===== src/rtl/sixbitresultbcd.sv =====
// sixbitresultbcd
//   Output stage for the six-bit calculator function units. It accepts a
//   6-bit unsigned result and its overflow flag, and converts the result to
//   two BCD digits with a sequential double-dabble (one shift per cycle). It
//   then drives a 2-digit multiplexed 7-segment display.
//
// Ports
//   clk        : sole clock, rising edge
//   rst        : asynchronous active-high reset
//   din        : 6-bit unsigned result
//   ovf_in     : overflow flag accompanying din
//   din_valid  : din/ovf_in valid
//   din_ready  : block can accept a new operand (IDLE and not in reset)
//   tens, ones : BCD digits of the last completed result (4'hF on overflow)
//   err        : last completed result carried an overflow
//   dout_valid : one-cycle strobe, tens/ones/err just updated
//   seg        : active-high segments {g,f,e,d,c,b,a}
//   an         : active-high one-hot digit enable, an[0]=ones, an[1]=tens
//
// Timing: accept at edge t0, shifts at t1..t6, results load at t7. The
// dout_valid strobe and din_ready are both high in the cycle after t7, so
// operands can be accepted every 8 cycles.

module sixbitresultbcd #(
    parameter int unsigned REFRESH_BITS = 10
) (
    input  logic       clk,
    input  logic       rst,
    input  logic [5:0] din,
    input  logic       ovf_in,
    input  logic       din_valid,
    output logic       din_ready,
    output logic [3:0] tens,
    output logic [3:0] ones,
    output logic       err,
    output logic       dout_valid,
    output logic [6:0] seg,
    output logic [1:0] an
);

    typedef enum logic [1:0] {
        IDLE  = 2'd0,
        SHIFT = 2'd1,
        DONE  = 2'd2
    } state_t;

    state_t                  state_q, state_d;
    logic [5:0]              bin_q, bin_d;
    logic                    ovf_q, ovf_d;
    logic [7:0]              scr_q, scr_d;
    logic [2:0]              cnt_q, cnt_d;
    logic [3:0]              tens_q, tens_d;
    logic [3:0]              ones_q, ones_d;
    logic                    err_q, err_d;
    logic                    dval_q, dval_d;
    logic [REFRESH_BITS-1:0] refresh_q;

    logic [7:0]              scr_adj;
    logic                    sel_tens;
    logic [3:0]              digit;

    // ------------------------------------------------------------------
    // State registers
    // ------------------------------------------------------------------
    always_ff @(posedge clk or posedge rst) begin
        if (rst) begin
            state_q <= IDLE;
            bin_q   <= '0;
            ovf_q   <= 1'b0;
            scr_q   <= '0;
            cnt_q   <= '0;
            tens_q  <= '0;
            ones_q  <= '0;
            err_q   <= 1'b0;
            dval_q  <= 1'b0;
        end else begin
            state_q <= state_d;
            bin_q   <= bin_d;
            ovf_q   <= ovf_d;
            scr_q   <= scr_d;
            cnt_q   <= cnt_d;
            tens_q  <= tens_d;
            ones_q  <= ones_d;
            err_q   <= err_d;
            dval_q  <= dval_d;
        end
    end

    // ------------------------------------------------------------------
    // Next-state logic
    // ------------------------------------------------------------------
    always_comb begin
        state_d = state_q;
        bin_d   = bin_q;
        ovf_d   = ovf_q;
        scr_d   = scr_q;
        cnt_d   = cnt_q;
        tens_d  = tens_q;
        ones_d  = ones_q;
        err_d   = err_q;
        dval_d  = 1'b0;

        // Double-dabble correction: each BCD nibble >= 5 gets +3 before the shift.
        scr_adj = scr_q;
        if (scr_q[3:0] >= 4'd5) begin
            scr_adj[3:0] = scr_q[3:0] + 4'd3;
        end
        if (scr_q[7:4] >= 4'd5) begin
            scr_adj[7:4] = scr_q[7:4] + 4'd3;
        end

        case (state_q)
            IDLE: begin
                if (din_valid) begin
                    bin_d   = din;
                    ovf_d   = ovf_in;
                    scr_d   = '0;
                    cnt_d   = '0;
                    state_d = SHIFT;
                end
            end
            SHIFT: begin
                {scr_d, bin_d} = {scr_adj[6:0], bin_q, 1'b0};
                cnt_d          = cnt_q + 3'd1;
                // cnt_q == 5 is the sixth shift.
                if (cnt_q == 3'd5) begin
                    state_d = DONE;
                end
            end
            DONE: begin
                if (ovf_q) begin
                    tens_d = 4'hF;
                    ones_d = 4'hF;
                    err_d  = 1'b1;
                end else begin
                    tens_d = scr_q[7:4];
                    ones_d = scr_q[3:0];
                    err_d  = 1'b0;
                end
                dval_d  = 1'b1;
                state_d = IDLE;
            end
            default: begin
                state_d = IDLE;
            end
        endcase
    end

    assign din_ready  = (state_q == IDLE) && !rst;
    assign tens       = tens_q;
    assign ones       = ones_q;
    assign err        = err_q;
    assign dout_valid = dval_q;

    // ------------------------------------------------------------------
    // Display refresh and segment decode
    // ------------------------------------------------------------------
    always_ff @(posedge clk or posedge rst) begin
        if (rst) begin
            refresh_q <= '0;
        end else begin
            refresh_q <= refresh_q + REFRESH_BITS'(1);
        end
    end

    assign sel_tens = refresh_q[REFRESH_BITS-1];
    assign an       = sel_tens ? 2'b10 : 2'b01;
    assign digit    = sel_tens ? tens_q : ones_q;

    always_comb begin
        seg = 7'b0000000;
        case (digit)
            4'd0: seg = 7'b0111111;
            4'd1: seg = 7'b0000110;
            4'd2: seg = 7'b1011011;
            4'd3: seg = 7'b1001111;
            4'd4: seg = 7'b1100110;
            4'd5: seg = 7'b1101101;
            4'd6: seg = 7'b1111101;
            4'd7: seg = 7'b0000111;
            4'd8: seg = 7'b1111111;
            4'd9: seg = 7'b1101111;
            4'hF: seg = 7'b1000000;
            default: seg = 7'b0000000;
        endcase
        // Leading-zero blanking on the tens digit.
        if (sel_tens && (tens_q == 4'd0) && !err_q) begin
            seg = 7'b0000000;
        end
    end

endmodule


===== config.mk =====
export PLATFORM = sky130hd
export DESIGN_NAME = sixbitresultbcd
export DESIGN_NICKNAME = d
export VERILOG_FILES = /design/src/rtl/sixbitresultbcd.sv
export SDC_FILE = /design/constraint.sdc
export NUM_CORES = 1
export LEC_CHECK = 0
export BUFFER_PORTS_ARGS = -buffer_cell sky130_fd_sc_hd__buf_4
export CORE_ASPECT_RATIO = 0.75
export CORE_UTILIZATION = 30
export DETAILED_ROUTE_END_ITERATION = 7
export PLACE_DENSITY = 0.53
export SLEW_MARGIN = 20
export SYNTH_ARGS = -nofsm -noshare
export SYNTH_HDL_FRONTEND = slang
export SYNTH_SLANG_ARGS = --single-unit

===== constraint.sdc =====
create_clock -name clk -period 2.9 [get_ports clk]
set_clock_uncertainty 0.15 [all_clocks]
set_input_delay 0.58 -clock clk [delete_from_list [all_inputs] [get_ports clk]]
set_output_delay 0.58 -clock clk [all_outputs]
set_load 0.05 [all_outputs]

==> flow_summary.json, run 1 <==
{
  "crit_fanout": 6,
  "syn_to_final_growth_pct": 21.59,
  "multi_input_area_sq_um": 1079,
  "period_minus_slack_ns": 2.798,
  "grt_pass1_vias": 1598,
  "p_leak_nw": 1.263,
  "avgSynthCellArea_sq_um": 9.869,
  "synth_cell_types": 43,
  "dp_hpwl_mm": 3.129,
  "dpl_cell_area_sq_um": 2514,
  "diodes": 0,
  "cts.clk_slew.worst_paths_ns": 0.08,
  "fp-row-count": 26,
  "synth-seq-cells": 40,
  "initial_core_util": 0.3162,
  "io_buffers": 29,
  "ys.flop_type": "dfrtp_1",
  "drt-vias-per-instance": 4.703,
  "grt_usage": 0.1238,
  "rr_startpoint": "state_q[0]",
  "drt_iter0_markers": 84,
  "drc_errors": 0,
  "setup.worst_path.class": "flip-flop to output port",
  "setup_viol": 0,
  "netlist_area_sq_um": 2191,
  "startpoint_type": "flip-flop",
  "ff2ff_setup_slack_ns": 0.94,
  "cp.arrival_ns": 2.07,
  "vias": 1665,
  "regArea_sq_um": 1002,
  "period_share": 0.9650,
  "dp_cells": 342,
  "max_freq_mhz": 357.3,
  "crit_required_ns": 2.17,
  "synth.most_common_cell": "dfrtp_1",
  "gr-total-overflow": 0,
  "io_pins": 30,
  "post-place-ws_ns": 0.2946,
  "end_kind": "output port",
  "core_sq_um": 6929,
  "slew_headroom": 0.5090,
  "hold_class": "input pin to asynchronous set/reset pin",
  "power_density_nw_per_um2": 1121,
  "grt_pass1_wl_mm": 7.569,
  "cts_tree": "built",
  "antenna_left": 0,
  "antenna_found_initial": 0,
  "yosysSeqAreaShare": 0.4569,
  "grt_max_degree": 41,
  "fp.dieW_microns": 100.7,
  "first_pass_iters": 4,
  "rr_endpoint": "err",
  "cap_violations": 0,
  "gp_congestion": 0.7936,
  "num-fill-cells": 706,
  "clock_path_buffers": 2,
  "slew_violations": 0,
  "cts_buffers": 5,
  "routedWlPerCell_microns": 12.53,
  "clock-sinks": 40,
  "finalNonFillerCells": 354,
  "drive_gt1_frac": 0.2266,
  "fin_ws_ns": 0.1016,
  "synthCells": 222,
  "yosys-top-cells-count": "dfrtp_1, nand2_1, inv_1, o21ai_0, nor2_1",
  "drt-total-wl_mm": 4.436,
  "clk_latency_ns": 0.29,
  "ir_drop_uv": 410.2,
  "nNetsFinal": 278,
  "hold_violations": 0,
  "status": "finished, final reports clean",
  "htreeDepth": 2,
  "yosys-top-cells-area": "dfrtp_1, ha_1, nand2_1",
  "syn_nets": 245,
  "yosysTopAreaCell": "dfrtp_1",
  "die-area_sq_um": 7652,
  "cts_root_buf": "clkbuf_8",
  "worstMarginPinSlew_ns": 0.7359,
  "synth-edff-count": 0,
  "async_reset_ff_frac": 1.000,
  "fin_area_sq_um": 2664,
  "yosysWarnings": 0,
  "die_y_microns": 76.01,
  "synthDominantCellAreaShare": 0.4569,
  "reg2reg_depth": 2
}
==> cells by family (layout without fill, tap and decap cells) <==
| group | after synthesis | after routing | share of synthesized area |
|---|---|---|---|
| AO/OA/AOI/OAI | 51 | 51 | 0.1548 |
| XOR/XNOR | 9 | 9 | 0.03598 |
| adder cells (fa/ha/maj) | 13 | 13 | 0.07425 |
| buffers and inverters | 30 | 64 | 0.05711 |
| flip-flops | 40 | 40 | 0.4569 |
| multiplexers | 13 | 13 | 0.07595 |
| AND/OR/NAND/NOR | 66 | 66 | 0.1451 |
==> what timing repair did <==
item | CTS | global route
gates cloned | 0 | 0
setup endpoints to repair | 1 | 1
buffers inserted | 0 | 4
gates resized for setup | 1 | 2
hold buffers | 0 | 0
==> placed cells by master (no fill, tap or decap), drive strengths merged, types with 2 or more instances in the layout <==
cell type,n
and3b,5
xor2,3
nand3b,2
inv,20
or3,2
nand2b,2
ha,13
o31ai,3
buf,36
o21ai,18
nor2b,3
nand2,26
mux2i,7
o211ai,2
a21boi,2
mux2,6
nand3,5
o22ai,3
clkbuf,5
nand4,2
o21a,3
dfrtp,40
o2111ai,4
a22o,4
o311ai,2
nor3,3
nor2,14
a21oi,6
xnor2,6
==> per-stage QoR <==
step	setup TNS (ns)	total power [mW]	util	hold WS [ns]
after floorplan	-0.07942	2.078	-	0.2913
after global placement	0	2.493	0.3628	0.3069
after detailed placement	0	2.508	0.3628	0.3161
after CTS	0	2.969	0.3790	0.2957
after global routing	-0.01092	3.220	0.3844	0.3441
final	0	2.986	0.3844	0.2762
==> flip-flops by register name, indices dropped and copies added, names as in the netlist <==
register and flops:
refresh_q 10, tens 4, dout_valid 1, scr_q 8, ovf_q 1, bin_q 6, cnt_q 3, ones 4
state_q 2, err 1
==> worst max-delay path by stage <==
| stage | from | slack [ns] | cells past startpoint | endpoint |
|---|---|---|---|---|
| 5_1_grt | refresh_q[9] | -0.01 | 6 | seg[6] |
| 6_report | refresh_q[9] | 0.10 | 6 | seg[6] |
| 3_5_place_dp | refresh_q[9] | 0.29 | 6 | seg[6] |
| 4_1_cts | refresh_q[9] | 0.06 | 6 | seg[6] |
| 2_1_floorplan | tens[0] | -0.08 | 5 | seg[3] |
| 3_3_place_gp | refresh_q[9] | 0.35 | 6 | seg[6] |
==> worst max-delay path: stages (launching register included) <==
cell     delay, ns
dfrtp_2       0.47
mux2i_4       0.34
inv_2         0.10
ha_1          0.21
mux2_1        0.31
mux2i_2       0.16
buf_6         0.18
==> per-layer routing <==
layer	part of all wire	GRT usage	routed length, microns
met5	0	0	0
met4	0.0043	0.03043	19
met3	0.064	0.03578	285
met2	0.42	0.1836	1841
met1	0.52	0.1768	2290
==> cell type report <==
type | count | area share
timing repair buffer | 36 | 0.1029
clock buffer | 5 | 0.02583
multi-input combinational | 152 | 0.4049
inverter | 20 | 0.02818
tap | 98 | 0.04603
sequential | 40 | 0.3762
clock inverter | 3 | 0.01597
==> where the power goes <==
part / internal (mW) / switching (mW) / leakage [nW] / total (mW)
clock: 0.255 / 0.192 / 0.0541 / 0.447
combinational: 0.590 / 0.991 / 0.700 / 1.58
sequential: 0.728 / 0.231 / 0.509 / 0.959
(Power assumes the default switching activity.)
==> run 2: changes to the inputs <==
==> constraint.sdc (replaced) <==
create_clock -name clk -period 2.9 [get_ports clk]
set_clock_uncertainty 0.15 [all_clocks]
set_input_delay 0.145 -clock clk [delete_from_list [all_inputs] [get_ports clk]]
set_output_delay 0.145 -clock clk [all_outputs]
set_load 0.05 [all_outputs]
==> run 2 against run 1 <==
  * Die area unchanged
  * Flip-flop and latch count stayed put
  * Power decreased by 2.3%
  * Global-route usage shrank 0.056 points
  * Largest cell class unchanged
  * Highest routed layer unchanged
==> flow_summary.json, run 2 (same netlist as run 1, synthesis figures left out) <==
{
  "fp.dieW_microns": 100.7,
  "clock-sinks": 40,
  "first_pass_iters": 4,
  "largest_reg_flops": 10,
  "crit_chain": "mux2i_1 -> inv_1 -> ha_1 -> mux2_1 -> mux2i_1 -> buf_4",
  "cts_root_buf": "clkbuf_8",
  "status": "finished, final reports clean",
  "drive_gt1_frac": 0.1937,
  "core_sq_um": 6929,
  "dp_hpwl_mm": 3.086,
  "diodes": 0,
  "antenna_found_initial": 0,
  "crit_fanout": 8,
  "slew_violations": 0,
  "max_freq_mhz": 372.3,
  "cts_buffers": 5,
  "power.switching_mw": 1.396,
  "drt-vias-per-instance": 4.573,
  "finish.utilization": 0.3792,
  "antenna_left": 0,
  "pwr-share-comb": 0.517,
  "ir_drop_uv": 452.4,
  "crit_required_ns": 2.61,
  "setup.worst_path.class": "flip-flop to output port",
  "clk_latency_ns": 0.29,
  "cpMostUsedCell": "mux2i_1",
  "routedWlPerCell_microns": 12.40,
  "seqPwrFrac": 0.328,
  "postCtsResizedCells": 0,
  "layout_commonest_cell": "dfrtp_1",
  "slowest_stage": "dfrtp_1",
  "drt_iter0_markers": 31,
  "p_leak_nw": 1.248,
  "grt_pass1_wl_mm": 7.514,
  "num-fill-cells": 742,
  "hp-start": "din[3]",
  "startpoint_type": "flip-flop",
  "vias": 1605,
  "rr_startpoint": "state_q[0]",
  "period_minus_slack_ns": 2.686,
  "top_register": "refresh_q",
  "drc_errors": 0,
  "io_buffers": 29,
  "grt_max_degree": 41,
  "critPathLaunch": "refresh_q[9]",
  "clock_path_buffers": 2,
  "slew_headroom": 0.4999,
  "hold_class": "input pin to flip-flop",
  "top_regs": "refresh_q (10), scr_q (8), bin_q (6)",
  "sw_frac_of_total": 0.4785,
  "gr-total-overflow": 0,
  "nNetsFinal": 275,
  "cts_tree": "built",
  "grt_pass1_vias": 1575,
  "final_cell_mix": "dfrtp_1, buf_4, nand2_1",
  "setup_viol": 0,
  "io_pins": 30,
  "fp-row-count": 26,
  "die-area_sq_um": 7652,
  "rsz0062_at_grt": "no",
  "grt_usage": 0.1232,
  "pwr-share-clk": 0.155,
  "rr_endpoint": "scr_q[6]",
  "power_density_nw_per_um2": 1111,
  "drt-total-wl_mm": 4.352,
  "initial_core_util": 0.3162,
  "crit_buf_inv": 2,
  "worstMarginPinSlew_ns": 0.7496,
  "hold_violations": 0,
  "reg2reg_depth": 3,
  "htreeDepth": 2,
  "cp.arrival_ns": 2.39,
  "cts.clk_slew.worst_paths_ns": 0.08,
  "max_stage_delay_ns": 0.61,
  "syn_to_final_growth_pct": 19.93,
  "setup_tns_ns": 0,
  "die_y_microns": 76.01,
  "crit_family": "multiplexers",
  "min_to": "bin_q[3]",
  "gp_congestion": 0.7897,
  "cap_violations": 0,
  "hold_depth": 4,
  "period_share": 0.9262,
  "p_int_mw": 1.522,
  "end_kind": "output port",
  "ff2ff_setup_slack_ns": 1.00
}
-- run 2: routing by layer --
layer / GRT usage / wire (microns) / share of wire / vias to the layer above
li1: - / - / - / 826
met2: 0.1719 / 1673 / 0.38 / 38
met3: 0.03670 / 244 / 0.056 / 6
met5: 0 / 0 / 0 / -
met1: 0.1807 / 2382 / 0.55 / 735
met4: 0.03913 / 51 / 0.012 / 0
-- run 2: layout make-up --
class                   instances  area, sq um  area share
repair buffers                 33        252.7     0.09619
clock buffers                   5        68.82     0.02619
multi-input cells             152         1065      0.4052
flip-flops and latches         40         1001      0.3810
inverters                      20        75.07     0.02857
well taps                      98        122.6     0.04667
clock inverters                 3        42.54     0.01619
-- run 2: power groups by stage --
stage,combinational [mW],sequential [mW],clock (mW)
2_1_floorplan,0.999,1.06,0
3_3_place_gp,1.49,0.970,0
3_5_place_dp,1.51,0.970,0
4_1_cts,1.52,0.960,0.472
5_1_grt,1.65,0.993,0.493
6_report,1.51,0.957,0.454
-- run 2: worst max-delay path by stage --
stage | to | slack [ns] | cells after the start
4_1_cts | seg[6] | 0.17 | 6
5_1_grt | seg[6] | 0.01 | 6
2_1_floorplan | seg[6] | 0.22 | 5
6_report | seg[6] | 0.21 | 6
3_3_place_gp | seg[6] | 0.57 | 6
3_5_place_dp | seg[6] | 0.51 | 6
-- run 2: worst min-delay path, cell delays in order --
cell and delay, ns:
buf_4 0.07, and3b_1 0.14, a21oi_1 0.04, o21ai_0 0.12
-- run 2: repair_timing --
action                                 in CTS  in global routing
hold buffers                                2                  0
endpoints found under the hold margin      41                  0
setup buffers                               0                  0
-- run 2: per-stage QoR --
step / total power, mW / cell area [sq um] / setup WS (ns) / std cells / hold slack [ns]
final: 2.919 / 2628 / 0.2141 / 351 / 0.1052
after detailed placement: 2.481 / 2496 / 0.5061 / 341 / 0.1765
after global placement: 2.462 / 2496 / 0.5693 / 341 / 0.1738
after CTS: 2.946 / 2628 / 0.1701 / 351 / 0.1001
after floorplan: 2.058 / 2191 / 0.2244 / 222 / 0.1455
after global routing: 3.139 / 2628 / 0.01067 / 351 / 0.1303
==> run 3: changes to the inputs <==
CORE_ASPECT_RATIO = unset   (was 0.75)
==> run 3 against run 2 <==
  * Clock-buffer cell count unchanged
  * Flip-flop and latch count unchanged
  * Register-to-register slack about the same
  * Sequential power decreased by 0.7%
  * Worst hold slack got worse by 0.019 ns
  * Power decreased by 0.22%
  * Cell count decreased by 0.57%
  * Critical endpoint unchanged
==> flow_summary.json, run 3 (same netlist as run 1, synthesis figures left out) <==
{
  "largest_reg_flops": 10,
  "period_share": 0.9315,
  "regArea_sq_um": 1001,
  "drc_errors": 0,
  "crit_required_ns": 2.61,
  "critPathLaunch": "refresh_q[9]",
  "multi_input_area_sq_um": 1065,
  "postCtsResizedCells": 0,
  "hold_class": "input pin to flip-flop",
  "clock_path_buffers": 2,
  "core_sq_um": 6907,
  "final_cell_mix": "dfrtp_1, buf_4, nand2_1",
  "postCtsSetupBuffers": 0,
  "drt-total-wl_mm": 4.161,
  "clock-sinks": 40,
  "post-place-ws_ns": 0.5188,
  "rr_endpoint": "scr_q[2]",
  "pwr-share-clk": 0.159,
  "end_kind": "output port",
  "io_pins": 30,
  "htreeDepth": 2,
  "drt_iter0_markers": 83,
  "vias": 1635,
  "status": "finished, final reports clean",
  "die_y_microns": 87.46,
  "period_minus_slack_ns": 2.701,
  "sw_frac_of_total": 0.4755,
  "crit_fanout": 8,
  "finalNonFillerCells": 349,
  "cts_tree": "built",
  "reg2reg_depth": 3,
  "cts.clk_slew.worst_paths_ns": 0.08,
  "setup.worst_path.class": "flip-flop to output port",
  "antenna_found_initial": 0,
  "top_register": "refresh_q",
  "setup_viol": 0,
  "p_leak_nw": 1.249,
  "top_regs": "refresh_q (10), scr_q (8), bin_q (6)",
  "cts_buffers": 5,
  "die-area_sq_um": 7648,
  "p_int_mw": 1.527,
  "dpl_cell_area_sq_um": 2494,
  "pwr-share-comb": 0.515,
  "fin_ws_ns": 0.1985,
  "slew_headroom": 0.5165,
  "finalPower_mw": 2.912,
  "slew_violations": 0,
  "io_buffers": 29,
  "power_density_nw_per_um2": 1108,
  "worstMarginPinSlew_ns": 0.7248,
  "ir_drop_uv": 560.1,
  "setup_tns_ns": 0,
  "cp.arrival_ns": 2.41,
  "layout_commonest_cell": "dfrtp_1",
  "max_freq_mhz": 370.2,
  "syn_to_final_growth_pct": 19.99,
  "num-fill-cells": 733,
  "cap_violations": 0,
  "drt-vias-per-instance": 4.685,
  "dp_cells": 339,
  "hold_violations": 0,
  "fp.dieW_microns": 87.46,
  "dp_hpwl_mm": 3.008,
  "rr_startpoint": "state_q[0]",
  "fp-row-count": 30,
  "antenna_left": 0,
  "finish.utilization": 0.3806,
  "startpoint_type": "flip-flop",
  "drive_gt1_frac": 0.1937,
  "cp-endpoint": "seg[6]",
  "first_pass_iters": 4,
  "grt_pass1_wl_mm": 7.534,
  "routedWlPerCell_microns": 11.92,
  "gp_congestion": 0.7491,
  "clk_latency_ns": 0.29,
  "nNetsFinal": 275,
  "seqPwrFrac": 0.326,
  "ff2ff_setup_slack_ns": 1.01,
  "grt_usage": 0.1251,
  "whs_ns": 0.08620,
  "grt_max_degree": 41,
  "fin_area_sq_um": 2629,
  "grt_pass1_vias": 1606,
  "diodes": 0,
  "cts_root_buf": "clkbuf_8",
  "rsz0062_at_grt": "no",
  "initial_core_util": 0.3172,
  "gr-total-overflow": 0,
  "power.switching_mw": 1.385
}
==> run 3: cell count changes in the layout (fill, tap and decap cells not counted) <==
| cell | delta |
|---|---|
| clkinv_2 | -1 |
| inv_6 | +1 |
==> run 3: worst min-delay path by stage <==
| stage | startpoint | endpoint | slack [ns] | depth (start not counted) |
|---|---|---|---|---|
| after global placement | rst | bin_q[5] | 0.17 | 3 |
| after global routing | din[0] | bin_q[0] | 0.12 | 4 |
| after floorplan | ovf_in | ovf_q | 0.15 | 1 |
| after detailed placement | rst | bin_q[5] | 0.17 | 3 |
| after CTS | din[0] | bin_q[0] | 0.08 | 4 |
| final | din[0] | bin_q[0] | 0.09 | 4 |
==> run 3: final cells by class <==
class	instances	share of cell area
clock buffer	5	0.02618
clock inverter	3	0.01761
inverter	20	0.02856
multi-input combinational	152	0.4050
sequential	40	0.3808
tap	96	0.04569
timing repair buffer	33	0.09614
==> run 3: worst max-delay path, stage by stage (launching register included) <==
cell     delay, ns
dfrtp_1       0.61
mux2i_1       0.47
inv_1         0.15
ha_1          0.24
mux2_1        0.29
mux2i_1       0.14
buf_4         0.22
==> run 3: repair_timing <==
item	in CTS	in global routing
setup endpoints to repair	0	0
hold buffers	2	0
hold endpoints to repair	41	0
==> run 3: layer usage <==
| metal | share of wire | wire length, microns | global-route usage |
|---|---|---|---|
| met5 | 0 | 0 | 0 |
| met3 | 0.038 | 157 | 0.03033 |
| met2 | 0.45 | 1858 | 0.1939 |
| met1 | 0.51 | 2120 | 0.1731 |
| met4 | 0.0055 | 23 | 0.03577 |
==> run 3: power by group through the flow <==
stage	sequential (mW)	clock [mW]	combinational (mW)
CTS	0.957	0.479	1.51
detailed placement	0.969	0	1.51
floorplan	1.06	0	0.999
global route	0.992	0.504	1.66
global placement	0.969	0	1.50
finish	0.950	0.463	1.50
